==> src/rtl/branch_target_unit.sv <==
// rtl/branch_target_unit.sv - registered jal/jalr/branch target unit with return-address stack
module branch_target_unit #(
    parameter int XLEN      = 32,
    parameter int RAS_DEPTH = 4,
    parameter int IALIGN    = 4
) (
    input  logic                         clk,
    input  logic                         rst,
    input  logic                         in_valid,
    output logic                         in_ready,
    input  logic [1:0]                   op,
    input  logic [XLEN-1:0]              pc,
    input  logic [XLEN-1:0]              imm,
    input  logic [XLEN-1:0]              rs1,
    input  logic                         rd_link,
    input  logic                         rs1_link,
    output logic                         out_valid,
    input  logic                         out_ready,
    output logic [XLEN-1:0]              target,
    output logic [XLEN-1:0]              link_addr,
    output logic                         misaligned,
    output logic                         ras_pred_valid,
    output logic [XLEN-1:0]              ras_pred,
    output logic                         ras_hit,
    output logic [$clog2(RAS_DEPTH):0]   ras_count
);

    localparam int PTR_W = $clog2(RAS_DEPTH);
    localparam int CNT_W = PTR_W + 1;
    localparam int AL_W  = $clog2(IALIGN);

    localparam logic [1:0] OP_JAL  = 2'b00;
    localparam logic [1:0] OP_JALR = 2'b01;
    localparam logic [1:0] OP_SEQ  = 2'b11;

    logic                valid_q, valid_d;
    logic [XLEN-1:0]     target_q, target_d;
    logic [XLEN-1:0]     link_q, link_d;
    logic                mis_q, mis_d;
    logic                pred_valid_q, pred_valid_d;
    logic [XLEN-1:0]     pred_q, pred_d;
    logic                hit_q, hit_d;

    logic [XLEN-1:0]     ras_q [RAS_DEPTH];
    logic [XLEN-1:0]     ras_d [RAS_DEPTH];
    logic [PTR_W-1:0]    wp_q, wp_d;
    logic [CNT_W-1:0]    cnt_q, cnt_d;

    logic                accept;
    logic [XLEN-1:0]     link;
    logic [XLEN-1:0]     tgt;
    logic                mis;
    logic                do_pop, do_push, pop_ok;
    logic [PTR_W-1:0]    top_idx;
    logic [XLEN-1:0]     pred;
    logic [PTR_W-1:0]    wp_mid;
    logic [CNT_W-1:0]    cnt_mid;

    assign in_ready       = !valid_q || out_ready;
    assign out_valid      = valid_q;
    assign target         = target_q;
    assign link_addr      = link_q;
    assign misaligned     = mis_q;
    assign ras_pred_valid = pred_valid_q;
    assign ras_pred       = pred_q;
    assign ras_hit        = hit_q;
    assign ras_count      = cnt_q;

    always_comb begin
        accept = in_valid && in_ready;
        link   = pc + XLEN'(4);

        case (op)
            OP_JALR: tgt = (rs1 + imm) & ~XLEN'(1);
            OP_SEQ:  tgt = link;
            default: tgt = pc + imm;
        endcase

        mis = (op != OP_SEQ) && (tgt[AL_W-1:0] != '0);

        do_pop  = (op == OP_JALR) && rs1_link;
        do_push = rd_link && ((op == OP_JAL) || (op == OP_JALR));
        pop_ok  = do_pop && (cnt_q != '0);
        top_idx = wp_q - PTR_W'(1);
        pred    = pop_ok ? ras_q[top_idx] : '0;
    end

    always_comb begin
        valid_d      = valid_q && !out_ready;
        target_d     = target_q;
        link_d       = link_q;
        mis_d        = mis_q;
        pred_valid_d = pred_valid_q;
        pred_d       = pred_q;
        hit_d        = hit_q;
        ras_d        = ras_q;
        wp_d         = wp_q;
        cnt_d        = cnt_q;
        wp_mid       = wp_q;
        cnt_mid      = cnt_q;

        if (accept) begin
            valid_d      = 1'b1;
            target_d     = tgt;
            link_d       = link;
            mis_d        = mis;
            pred_valid_d = pop_ok;
            pred_d       = pred;
            hit_d        = pop_ok && (pred == tgt);

            // Pop first; a same-cycle push then lands in the freed slot.
            if (pop_ok) begin
                wp_mid  = top_idx;
                cnt_mid = cnt_q - CNT_W'(1);
            end
            wp_d  = wp_mid;
            cnt_d = cnt_mid;
            // Pointer wraps, so a push when full replaces the oldest entry.
            if (do_push) begin
                ras_d[wp_mid] = link;
                wp_d          = wp_mid + PTR_W'(1);
                cnt_d         = (cnt_mid == CNT_W'(RAS_DEPTH)) ? cnt_mid : cnt_mid + CNT_W'(1);
            end
        end
    end

    always_ff @(posedge clk or posedge rst) begin
        if (rst) begin
            valid_q      <= 1'b0;
            target_q     <= '0;
            link_q       <= '0;
            mis_q        <= 1'b0;
            pred_valid_q <= 1'b0;
            pred_q       <= '0;
            hit_q        <= 1'b0;
            wp_q         <= '0;
            cnt_q        <= '0;
            for (int i = 0; i < RAS_DEPTH; i++) begin
                ras_q[i] <= '0;
            end
        end else begin
            valid_q      <= valid_d;
            target_q     <= target_d;
            link_q       <= link_d;
            mis_q        <= mis_d;
            pred_valid_q <= pred_valid_d;
            pred_q       <= pred_d;
            hit_q        <= hit_d;
            wp_q         <= wp_d;
            cnt_q        <= cnt_d;
            for (int i = 0; i < RAS_DEPTH; i++) begin
                ras_q[i] <= ras_d[i];
            end
        end
    end

endmodule

==> config.mk <==
export PLATFORM = sky130hd
export DESIGN_NAME = branch_target_unit
export DESIGN_NICKNAME = d
export VERILOG_FILES = /design/src/rtl/branch_target_unit.sv
export SDC_FILE = /design/constraint.sdc
export NUM_CORES = 1
export LEC_CHECK = 0
export BUFFER_PORTS_ARGS = -buffer_cell sky130_fd_sc_hd__buf_2
export CELL_PAD_IN_SITES_DETAIL_PLACEMENT = 1
export CELL_PAD_IN_SITES_GLOBAL_PLACEMENT = 1
export CORE_MARGIN = 2
export CORE_UTILIZATION = 45
export DETAILED_ROUTE_END_ITERATION = 16
export PLACE_DENSITY = 0.78
export SKIP_CTS_REPAIR_TIMING = 1
export SLEW_MARGIN = 0
export SYNTH_ARGS = -nofsm -noshare
export SYNTH_HDL_FRONTEND = slang
export SYNTH_SLANG_ARGS = --single-unit
==> constraint.sdc <==
create_clock -name clk -period 10.3 [get_ports clk]
set_clock_uncertainty 0.1 [all_clocks]
set_input_delay 2.06 -clock clk [delete_from_list [all_inputs] [get_ports clk]]
set_output_delay 2.06 -clock clk [all_outputs]
set_load 0.02 [all_outputs]
==> results of run 1 <==
==> worst register-to-register path: stages, from the launching register on <==
cell and delay, ps:
sky130_fd_sc_hd__dfrtp_1 430, sky130_fd_sc_hd__inv_1 150, sky130_fd_sc_hd__ha_1 240, sky130_fd_sc_hd__nand2b_1 100, sky130_fd_sc_hd__and2_1 200, sky130_fd_sc_hd__nand2_1 370, sky130_fd_sc_hd__nor2_1 250, sky130_fd_sc_hd__xnor2_1 160
sky130_fd_sc_hd__ha_1 250, sky130_fd_sc_hd__nand2_1 710, sky130_fd_sc_hd__buf_4 460, sky130_fd_sc_hd__mux2_2 390
==> cells in the mapped netlist (6+ instances only) <==
cell / count / share of area, %
sky130_fd_sc_hd__a21o_1: 32 / 1.6
sky130_fd_sc_hd__o211ai_1: 16 / 0.80
sky130_fd_sc_hd__o21bai_1: 6 / 0.30
sky130_fd_sc_hd__a22o_1: 11 / 0.64
sky130_fd_sc_hd__o211a_1: 6 / 0.40
sky130_fd_sc_hd__a21oi_1: 86 / 2.9
sky130_fd_sc_hd__o22ai_1: 6 / 0.25
sky130_fd_sc_hd__xnor2_1: 50 / 2.9
sky130_fd_sc_hd__or3_1: 8 / 0.33
sky130_fd_sc_hd__clkbuf_1: 57 / 1.4
sky130_fd_sc_hd__mux2i_1: 15 / 1.0
sky130_fd_sc_hd__dfrtp_1: 233 / 39
sky130_fd_sc_hd__and3_1: 19 / 0.79
sky130_fd_sc_hd__o2111ai_1: 7 / 0.41
sky130_fd_sc_hd__nor3_1: 25 / 0.84
sky130_fd_sc_hd__nor2_1: 90 / 2.3
sky130_fd_sc_hd__nor4_1: 8 / 0.33
sky130_fd_sc_hd__buf_2: 20 / 0.67
sky130_fd_sc_hd__xor2_1: 33 / 1.9
sky130_fd_sc_hd__nand4_1: 19 / 0.79
sky130_fd_sc_hd__a31oi_1: 9 / 0.38
sky130_fd_sc_hd__o21ai_0: 245 / 8.2
sky130_fd_sc_hd__and2_1: 11 / 0.46
sky130_fd_sc_hd__a221o_1: 6 / 0.40
sky130_fd_sc_hd__nor2b_1: 10 / 0.42
sky130_fd_sc_hd__and4_1: 7 / 0.41
sky130_fd_sc_hd__o21a_1: 15 / 0.75
sky130_fd_sc_hd__nand2b_1: 11 / 0.46
sky130_fd_sc_hd__mux4_2: 32 / 4.8
sky130_fd_sc_hd__inv_1: 26 / 0.65
sky130_fd_sc_hd__buf_1: 8 / 0.20
sky130_fd_sc_hd__ha_1: 70 / 5.9
sky130_fd_sc_hd__mux2_2: 30 / 2.3
sky130_fd_sc_hd__nand2_1: 292 / 7.3
sky130_fd_sc_hd__a211oi_1: 14 / 0.70
sky130_fd_sc_hd__a211o_1: 7 / 0.41
sky130_fd_sc_hd__nand3_1: 23 / 0.77
==> worst paths after layout <==
check	depth (start not counted)	endpoint	slack (ps)	from
worst max-delay path	11	ras_q[64]	4860	op[0]
worst min-delay path	2	ras_q[123]	380	ras_q[123]
worst max register to register	11	ras_q[64]	6370	ras_count[0]
worst min register to register	2	ras_q[123]	380	ras_q[123]
max in group asynchronous	3	wp_q[0]	7120	rst
min in group asynchronous	2	ras_q[31]	1540	rst
==> cells by family (layout without fill, tap and decap cells) <==
group                    count (synthesis)  count (layout)
adder cells (fa/ha/maj)                 72              72
XOR/XNOR                                83              83
buffers and inverters                  115             295
AND/OR/NAND/NOR                        549             549
multiplexers                            80              80
flip-flops                             233             233
AO/OA/AOI/OAI                          525             525
==> through the flow <==
| stage | setup WS, ps | utilization, % | hold WS (ps) |
|---|---|---|---|
| detailed placement | 4450 | 50.1 | 368 |
| finish | 4860 | 52.4 | 379 |
| CTS | 4920 | 52.4 | 383 |
| global placement | 4490 | 50.1 | 356 |
| floorplan | 1750 | - | 345 |
| global route | 4630 | 52.4 | 403 |
==> state kept, by name, summed over array words and instances, names as in the netlist <==
name,flops
ras_hit,1
ras_q,128
misaligned,1
link_addr,32
ras_pred,32
target,32
ras_count,3
wp_q,2
out_valid,1
ras_pred_valid,1
==> per-layer routing <==
metal / routed length (µm) / up-vias / share of wire (%)
met1: 23100 / 6884 / 42
li1: - / 6341 / -
met2: 25500 / 503 / 47
met3: 3160 / 128 / 5.8
met4: 2730 / 0 / 5.0
met5: 0 / - / 0
==> area by class of cell <==
| cell class | instances | area (µm²) |
|---|---|---|
| fillers | 3850 | 15500 |
| inverters | 27 | 109 |
| multi-input cells | 1309 | 8660 |
| flip-flops and latches | 233 | 5830 |
| clock buffers | 36 | 717 |
| well taps | 442 | 553 |
| repair buffers | 225 | 1170 |
| clock inverters | 7 | 62.6 |
==> where the power goes <==
part / internal [µW] / switching [µW]
Clock: 505 / 362
Sequential: 1210 / 192
Combinational: 544 / 810
==> metrics.txt, run 1 <==
# TYPE chip_impl_metric gauge
chip_impl_metric{name="p_per_area",unit="nW/µm²"} 212
chip_impl_info{name="path_common_cell",value="sky130_fd_sc_hd__buf_4"} 1
chip_impl_metric{name="final_layout_size_suffix_gt1_share",unit="%"} 19.4
chip_impl_info{name="clockRootBuffer",value="sky130_fd_sc_hd__clkbuf_16"} 1
chip_impl_metric{name="setup_tns",unit="ps"} 0
chip_impl_metric{name="globalRouteMet3Util",unit="%"} 4.23
chip_impl_info{name="yosys_most_used_dff",value="sky130_fd_sc_hd__dfrtp_1"} 1
chip_impl_metric{name="worst_ep_required_time",unit="ps"} 10600
chip_impl_metric{name="proportion_of_synthesized_chip_area_in_sequential_cells",unit="%"} 39.0
chip_impl_metric{name="yosys_warnings",unit=""} 0
chip_impl_info{name="outcome",value="complete, no violations"} 1
chip_impl_metric{name="clock_latency",unit="ps"} 520
chip_impl_info{name="most_common_cell_after_layout_fill_and_taps_aside",value="sky130_fd_sc_hd__nand2_1"} 1
chip_impl_info{name="worst-setup-path-type",value="in -> reg"} 1
chip_impl_metric{name="fraction_of_synthesis_flops_using_an_asynchronous_set_or_reset_pin",unit="%"} 100
chip_impl_metric{name="drt.antenna.violating_nets",unit=""} 0
chip_impl_metric{name="synth_fa_ha_area_share",unit="%"} 6.12
chip_impl_metric{name="ir_worst_vdd",unit="µV"} 121
chip_impl_metric{name="worst-endpoint-arrival",unit="ps"} 5730
chip_impl_metric{name="total_die_area",unit="µm²"} 34700
chip_impl_metric{name="final_worst_path_cycle_share",unit="%"} 52.8
chip_impl_metric{name="gp_congestion",unit=""} 0.981
chip_impl_info{name="layout_common_cells",value="291 x sky130_fd_sc_hd__nand2_1, 245 x sky130_fd_sc_hd__o21ai_0, 232 x sky130_fd_sc_hd__dfrtp_1"} 1
chip_impl_info{name="crit_path_cell_trace",value="buf_2, buf_4, nor2b_1, buf_4, and3_1, buf_4, xor2_1, ha_1, nand2_1, buf_4, mux2_2"} 1
chip_impl_metric{name="n_antenna_cell",unit=""} 0
chip_impl_metric{name="slew_headroom",unit="%"} 14.4
chip_impl_metric{name="instances_no_fill",unit=""} 2279
chip_impl_metric{name="cts.htree.levels",unit=""} 1
chip_impl_metric{name="syn_to_final_growth",unit="%"} 14.4
chip_impl_metric{name="critical_path_peak_fanout",unit=""} 50
chip_impl_metric{name="static-leakage-power",unit="µW"} 0.00789
chip_impl_metric{name="width_of_the_die",unit="µm"} 186
chip_impl_metric{name="worst_setup_hold_path_clk_slew",unit="ps"} 60
chip_impl_metric{name="clock.fmax",unit="MHz"} 184
chip_impl_metric{name="num_rows",unit=""} 66
chip_impl_metric{name="hold_viol",unit=""} 0
chip_impl_metric{name="drv_cap",unit=""} 0
chip_impl_metric{name="post_synthesis_net_count",unit=""} 1833
chip_impl_metric{name="avgSynthCellArea",unit="µm²"} 9.03
chip_impl_info{name="tritoncts_clock_tree",value="built"} 1
chip_impl_metric{name="place.detailed.hpwl",unit="mm"} 41.2
chip_impl_metric{name="num-nets-final",unit=""} 1996
chip_impl_metric{name="cp_slowest_stage_delay",unit="ps"} 710
chip_impl_metric{name="post_drt_via_cell_ratio",unit=""} 6.08
chip_impl_metric{name="synth-simple-area-share",unit="%"} 16.7
chip_impl_metric{name="worst_pin_slew",unit="ps"} 1270
chip_impl_metric{name="synth-xor-area-share",unit="%"} 4.86
chip_impl_metric{name="syn_inst",unit=""} 1657
chip_impl_info{name="grt-busiest-layer",value="met2"} 1
chip_impl_metric{name="wl_per_cell",unit="µm"} 23.9
chip_impl_metric{name="drt_first_iter_violations",unit=""} 908
chip_impl_metric{name="route.vias.total",unit=""} 13856
chip_impl_info{name="critPathTopFamily",value="buffers and inverters"} 1
chip_impl_metric{name="finalWirelength",unit="mm"} 54.5
chip_impl_metric{name="syn-cell-area",unit="µm²"} 15000
chip_impl_metric{name="dr.pass1.iters",unit=""} 7
chip_impl_metric{name="max-clock-path-buffers",unit=""} 3
chip_impl_metric{name="top_level_ports",unit=""} 208
chip_impl_metric{name="pin_count_of_the_biggest_net_entering_global_routing",unit=""} 94
chip_impl_metric{name="antenna_found_initial",unit=""} 0
chip_impl_metric{name="port_buffers",unit=""} 207
chip_impl_metric{name="synth.ff_latch_count",unit=""} 233
chip_impl_metric{name="synth_mux_area_share",unit="%"} 8.33
chip_impl_metric{name="post-route-cell-area",unit="µm²"} 17100
chip_impl_info{name="unrepaired_setup_endpoints_after_global_routing",value="no"} 1
chip_impl_metric{name="core-area",unit="µm²"} 32600
chip_impl_info{name="cp-start-kind",value="input pin"} 1
chip_impl_info{name="synth_top_family_by_area",value="compound AO/OA/AOI/OAI gates"} 1
chip_impl_metric{name="grt_use_met1",unit="%"} 40.7
chip_impl_metric{name="gr-usage-all-layers",unit="%"} 31.0
chip_impl_info{name="hold_path_class",value="reg -> reg"} 1
chip_impl_info{name="timing.critical_path.slowest_stage_cell",value="sky130_fd_sc_hd__nand2_1"} 1
chip_impl_metric{name="placed_area",unit="µm²"} 16300
chip_impl_metric{name="maxSlewViolCount",unit=""} 0
chip_impl_metric{name="finalWorstPathRequiredPeriod",unit="ps"} 5440
chip_impl_metric{name="globalRouteOverflowTotal",unit=""} 0
chip_impl_metric{name="post-layout-total-power",unit="µW"} 3620
chip_impl_metric{name="worst-path-buf-inv",unit=""} 5
chip_impl_metric{name="effective_utilization_at_floorplan",unit="%"} 45.9
chip_impl_metric{name="post_synth_num_cell_types",unit=""} 94
chip_impl_metric{name="detail_route.drc_violations",unit=""} 0
chip_impl_metric{name="die-height",unit="µm"} 186
chip_impl_metric{name="placed_cells",unit=""} 2236
chip_impl_metric{name="synth-compound-area-share",unit="%"} 21.8
chip_impl_metric{name="report.final.setup_viol",unit=""} 0
chip_impl_metric{name="via_count_of_the_first_global_routing_pass",unit=""} 14202
chip_impl_metric{name="grt_met2_use",unit="%"} 51.0
chip_impl_info{name="setup.worst_path.end_class",value="flop"} 1
chip_impl_metric{name="tritoncts.num_buffers",unit=""} 24
chip_impl_metric{name="cts_sinks",unit=""} 233
chip_impl_metric{name="synth_edf_count",unit=""} 0
chip_impl_metric{name="global_route_wire_length_before_repair",unit="mm"} 84.0
(Power assumes the default switching activity.)
==> run 2, diff against run 1 <==
Settings changed: CORE_UTILIZATION 45 to 40, PLACE_DENSITY 0.78 to 0.73.
Clock period 10.3 ns to 4.6 ns, I/O delays scaled along.
==> run 2 against run 1 <==
Effect of this change: sequential cell count is the same; largest power group unchanged; non-clock buffer count grew 60; cell area grew 3.1%; critical endpoint is now ras_hit; largest cell class unchanged.
==> metrics.txt, run 2 (same netlist as run 1, synthesis figures left out) <==
# TYPE chip_impl_metric gauge
chip_impl_metric{name="dr.pass1.iters",unit=""} 5
chip_impl_metric{name="power.share.switching",unit="%"} 37.1
chip_impl_metric{name="maxSlewViolCount",unit=""} 0
chip_impl_metric{name="worst_ep_required_time",unit="ps"} 4960
chip_impl_metric{name="worst_pin_slew",unit="ps"} 1210
chip_impl_info{name="outcome",value="complete, no violations"} 1
chip_impl_metric{name="p_per_area",unit="nW/µm²"} 467
chip_impl_info{name="most_common_cell_after_layout_fill_and_taps_aside",value="sky130_fd_sc_hd__nand2_1"} 1
chip_impl_info{name="setup.worst_path.end_class",value="flop"} 1
chip_impl_metric{name="tritoncts.num_buffers",unit=""} 24
chip_impl_info{name="crit_path_cell_trace",value="buf_2, ha_1, fa_1, a21o_2, a211oi_1, nor4_1, nor3_1, xnor2_1, a221o_1, mux2_2, nand4_1, nor4_1, nand4_1, o21ai_2"} 1
chip_impl_metric{name="total_die_area",unit="µm²"} 39000
chip_impl_metric{name="effective_utilization_at_floorplan",unit="%"} 40.8
chip_impl_metric{name="wl_per_cell",unit="µm"} 23.4
chip_impl_metric{name="pin_count_of_the_biggest_net_entering_global_routing",unit=""} 192
chip_impl_metric{name="ir_worst_vdd",unit="µV"} 302
chip_impl_metric{name="core-area",unit="µm²"} 36700
chip_impl_info{name="clockRootBuffer",value="sky130_fd_sc_hd__clkbuf_16"} 1
chip_impl_metric{name="finalWirelength",unit="mm"} 55.3
chip_impl_info{name="hold_path_class",value="in -> async"} 1
chip_impl_metric{name="gp_congestion",unit=""} 0.910
chip_impl_metric{name="syn_to_final_growth",unit="%"} 17.9
chip_impl_metric{name="antenna_found_initial",unit=""} 0
chip_impl_metric{name="finalWorstPathRequiredPeriod",unit="ps"} 4090
chip_impl_metric{name="worst_setup_hold_path_clk_slew",unit="ps"} 70
chip_impl_metric{name="setup_tns",unit="ps"} 0
chip_impl_metric{name="port_buffers",unit=""} 207
chip_impl_info{name="regToRegEndpoint",value="ras_q[67]"} 1
chip_impl_metric{name="final_worst_path_cycle_share",unit="%"} 88.8
chip_impl_metric{name="worst-r2r-cell-count",unit=""} 10
chip_impl_metric{name="width_of_the_die",unit="µm"} 197
chip_impl_metric{name="p_int",unit="µW"} 5180
chip_impl_metric{name="setup.reg_to_reg.worst_slack",unit="ps"} 1160
chip_impl_metric{name="max-clock-path-buffers",unit=""} 3
chip_impl_metric{name="clock_power_share",unit="%"} 24.4
chip_impl_info{name="crit-reg2reg-launch",value="ras_count[1]"} 1
chip_impl_metric{name="num_rows",unit=""} 70
chip_impl_metric{name="gr-usage-all-layers",unit="%"} 28.0
chip_impl_metric{name="post-route-cell-area",unit="µm²"} 17600
chip_impl_metric{name="die-height",unit="µm"} 197
chip_impl_metric{name="hold_viol",unit=""} 0
chip_impl_metric{name="combPwrFrac",unit="%"} 37.4
chip_impl_info{name="tritoncts_clock_tree",value="built"} 1
chip_impl_metric{name="n_fill_cell",unit=""} 4274
chip_impl_info{name="worst-setup-path-type",value="in -> reg"} 1
chip_impl_metric{name="detail_route.drc_violations",unit=""} 0
chip_impl_info{name="layout_common_cells",value="291 x sky130_fd_sc_hd__nand2_1, 245 x sky130_fd_sc_hd__o21ai_0, 232 x sky130_fd_sc_hd__dfrtp_1"} 1
chip_impl_metric{name="globalRouteOverflowTotal",unit=""} 0
chip_impl_metric{name="critical_path_peak_fanout",unit=""} 5
chip_impl_metric{name="via_count_of_the_first_global_routing_pass",unit=""} 13907
chip_impl_metric{name="num-nets-final",unit=""} 2056
chip_impl_metric{name="static-leakage-power",unit="µW"} 0.00819
chip_impl_metric{name="p_seq_share",unit="%"} 38.2
chip_impl_metric{name="clock_latency",unit="ps"} 520
chip_impl_metric{name="cts_sinks",unit=""} 233
chip_impl_metric{name="cts.htree.levels",unit=""} 1
chip_impl_metric{name="place.detailed.hpwl",unit="mm"} 43.0
chip_impl_metric{name="slew_headroom",unit="%"} 19.2
chip_impl_metric{name="global_route_wire_length_before_repair",unit="mm"} 83.3
chip_impl_metric{name="clock.fmax",unit="MHz"} 245
chip_impl_metric{name="n_antenna_cell",unit=""} 0
chip_impl_metric{name="cp_slowest_stage_delay",unit="ps"} 440
chip_impl_metric{name="drt.antenna.violating_nets",unit=""} 0
chip_impl_metric{name="top_level_ports",unit=""} 208
chip_impl_metric{name="post_drt_via_cell_ratio",unit=""} 5.88
chip_impl_metric{name="switchingPower",unit="µW"} 3060
chip_impl_metric{name="worst-endpoint-arrival",unit="ps"} 4440
chip_impl_info{name="top_register",value="ras_q"} 1
chip_impl_info{name="timing.critical_path.slowest_stage_cell",value="sky130_fd_sc_hd__fa_1"} 1
chip_impl_metric{name="largest_register_ffs",unit=""} 128
chip_impl_metric{name="drv_cap",unit=""} 0
chip_impl_metric{name="placed_area",unit="µm²"} 16800
chip_impl_info{name="cp-start-kind",value="input pin"} 1
chip_impl_metric{name="route.vias.total",unit=""} 13894
chip_impl_info{name="unrepaired_setup_endpoints_after_global_routing",value="no"} 1
chip_impl_metric{name="final_layout_size_suffix_gt1_share",unit="%"} 22.0
chip_impl_metric{name="drt_first_iter_violations",unit=""} 891
chip_impl_metric{name="report.final.setup_viol",unit=""} 0
==> run 2: worst max-delay path, delay by kind of cell <==
kind | cells | cell delay (ps)
XOR/XNOR | 1 | 120
AND/OR/NAND/NOR | 5 | 1190
buffers and inverters | 1 | 130
multiplexers | 1 | 280
adder cells (fa/ha/maj) | 2 | 680
AO/OA/AOI/OAI | 4 | 1110
==> run 2: metrics by stage <==
stage / setup WS, ps / util, % / hold slack (ps) / std cells / power, µW
3_3_place_gp: 79.0 / 45.9 / 356 / 2322 / 6070
5_1_grt: 323 / 48.1 / 224 / 2363 / 8710
3_5_place_dp: 47.2 / 45.9 / 366 / 2322 / 6230
2_1_floorplan: 530 / - / 345 / 1657 / 5110
6_report: 513 / 48.1 / 221 / 2363 / 8240
4_1_cts: 585 / 48.1 / 213 / 2363 / 8280
==> run 2: how the worst max path moves through the flow <==
stage / to / slack [ps] / cells past startpoint / startpoint
6_report: ras_hit / 510 / 14 / pc[0]
5_1_grt: ras_hit / 320 / 14 / imm[1]
4_1_cts: ras_hit / 580 / 14 / pc[0]
3_5_place_dp: ras_hit / 50 / 14 / pc[0]
3_3_place_gp: ras_hit / 80 / 14 / pc[0]
2_1_floorplan: link_addr[0] / 530 / 1 / rst
==> run 2: layout make-up <==
cell class | instances | area, µm² | area share [%]
tap | 468 | 586 | 3.32
inverter | 27 | 105 | 0.596
timing repair buffer | 285 | 1650 | 9.33
sequential | 233 | 5830 | 33.1
clock buffer | 34 | 719 | 4.08
multi-input combinational | 1309 | 8660 | 49.1
clock inverter | 7 | 87.6 | 0.497
==> run 2: power by group through the flow <==
stage	Combinational, µW	Clock (µW)	Sequential (µW)
2_1_floorplan	1940	0	3170
3_3_place_gp	2950	0	3130
3_5_place_dp	3060	0	3180
4_1_cts	3090	2050	3150
5_1_grt	3370	2110	3230
6_report	3080	2010	3150
==> run 2: routing by layer <==
metal	GRT usage, %	vias up	share of wire [%]
met5	0	-	0
met4	11.6	0	4.5
met3	3.09	104	5.3
met2	46.4	455	47
met1	37.5	6864	43
li1	-	6471	-
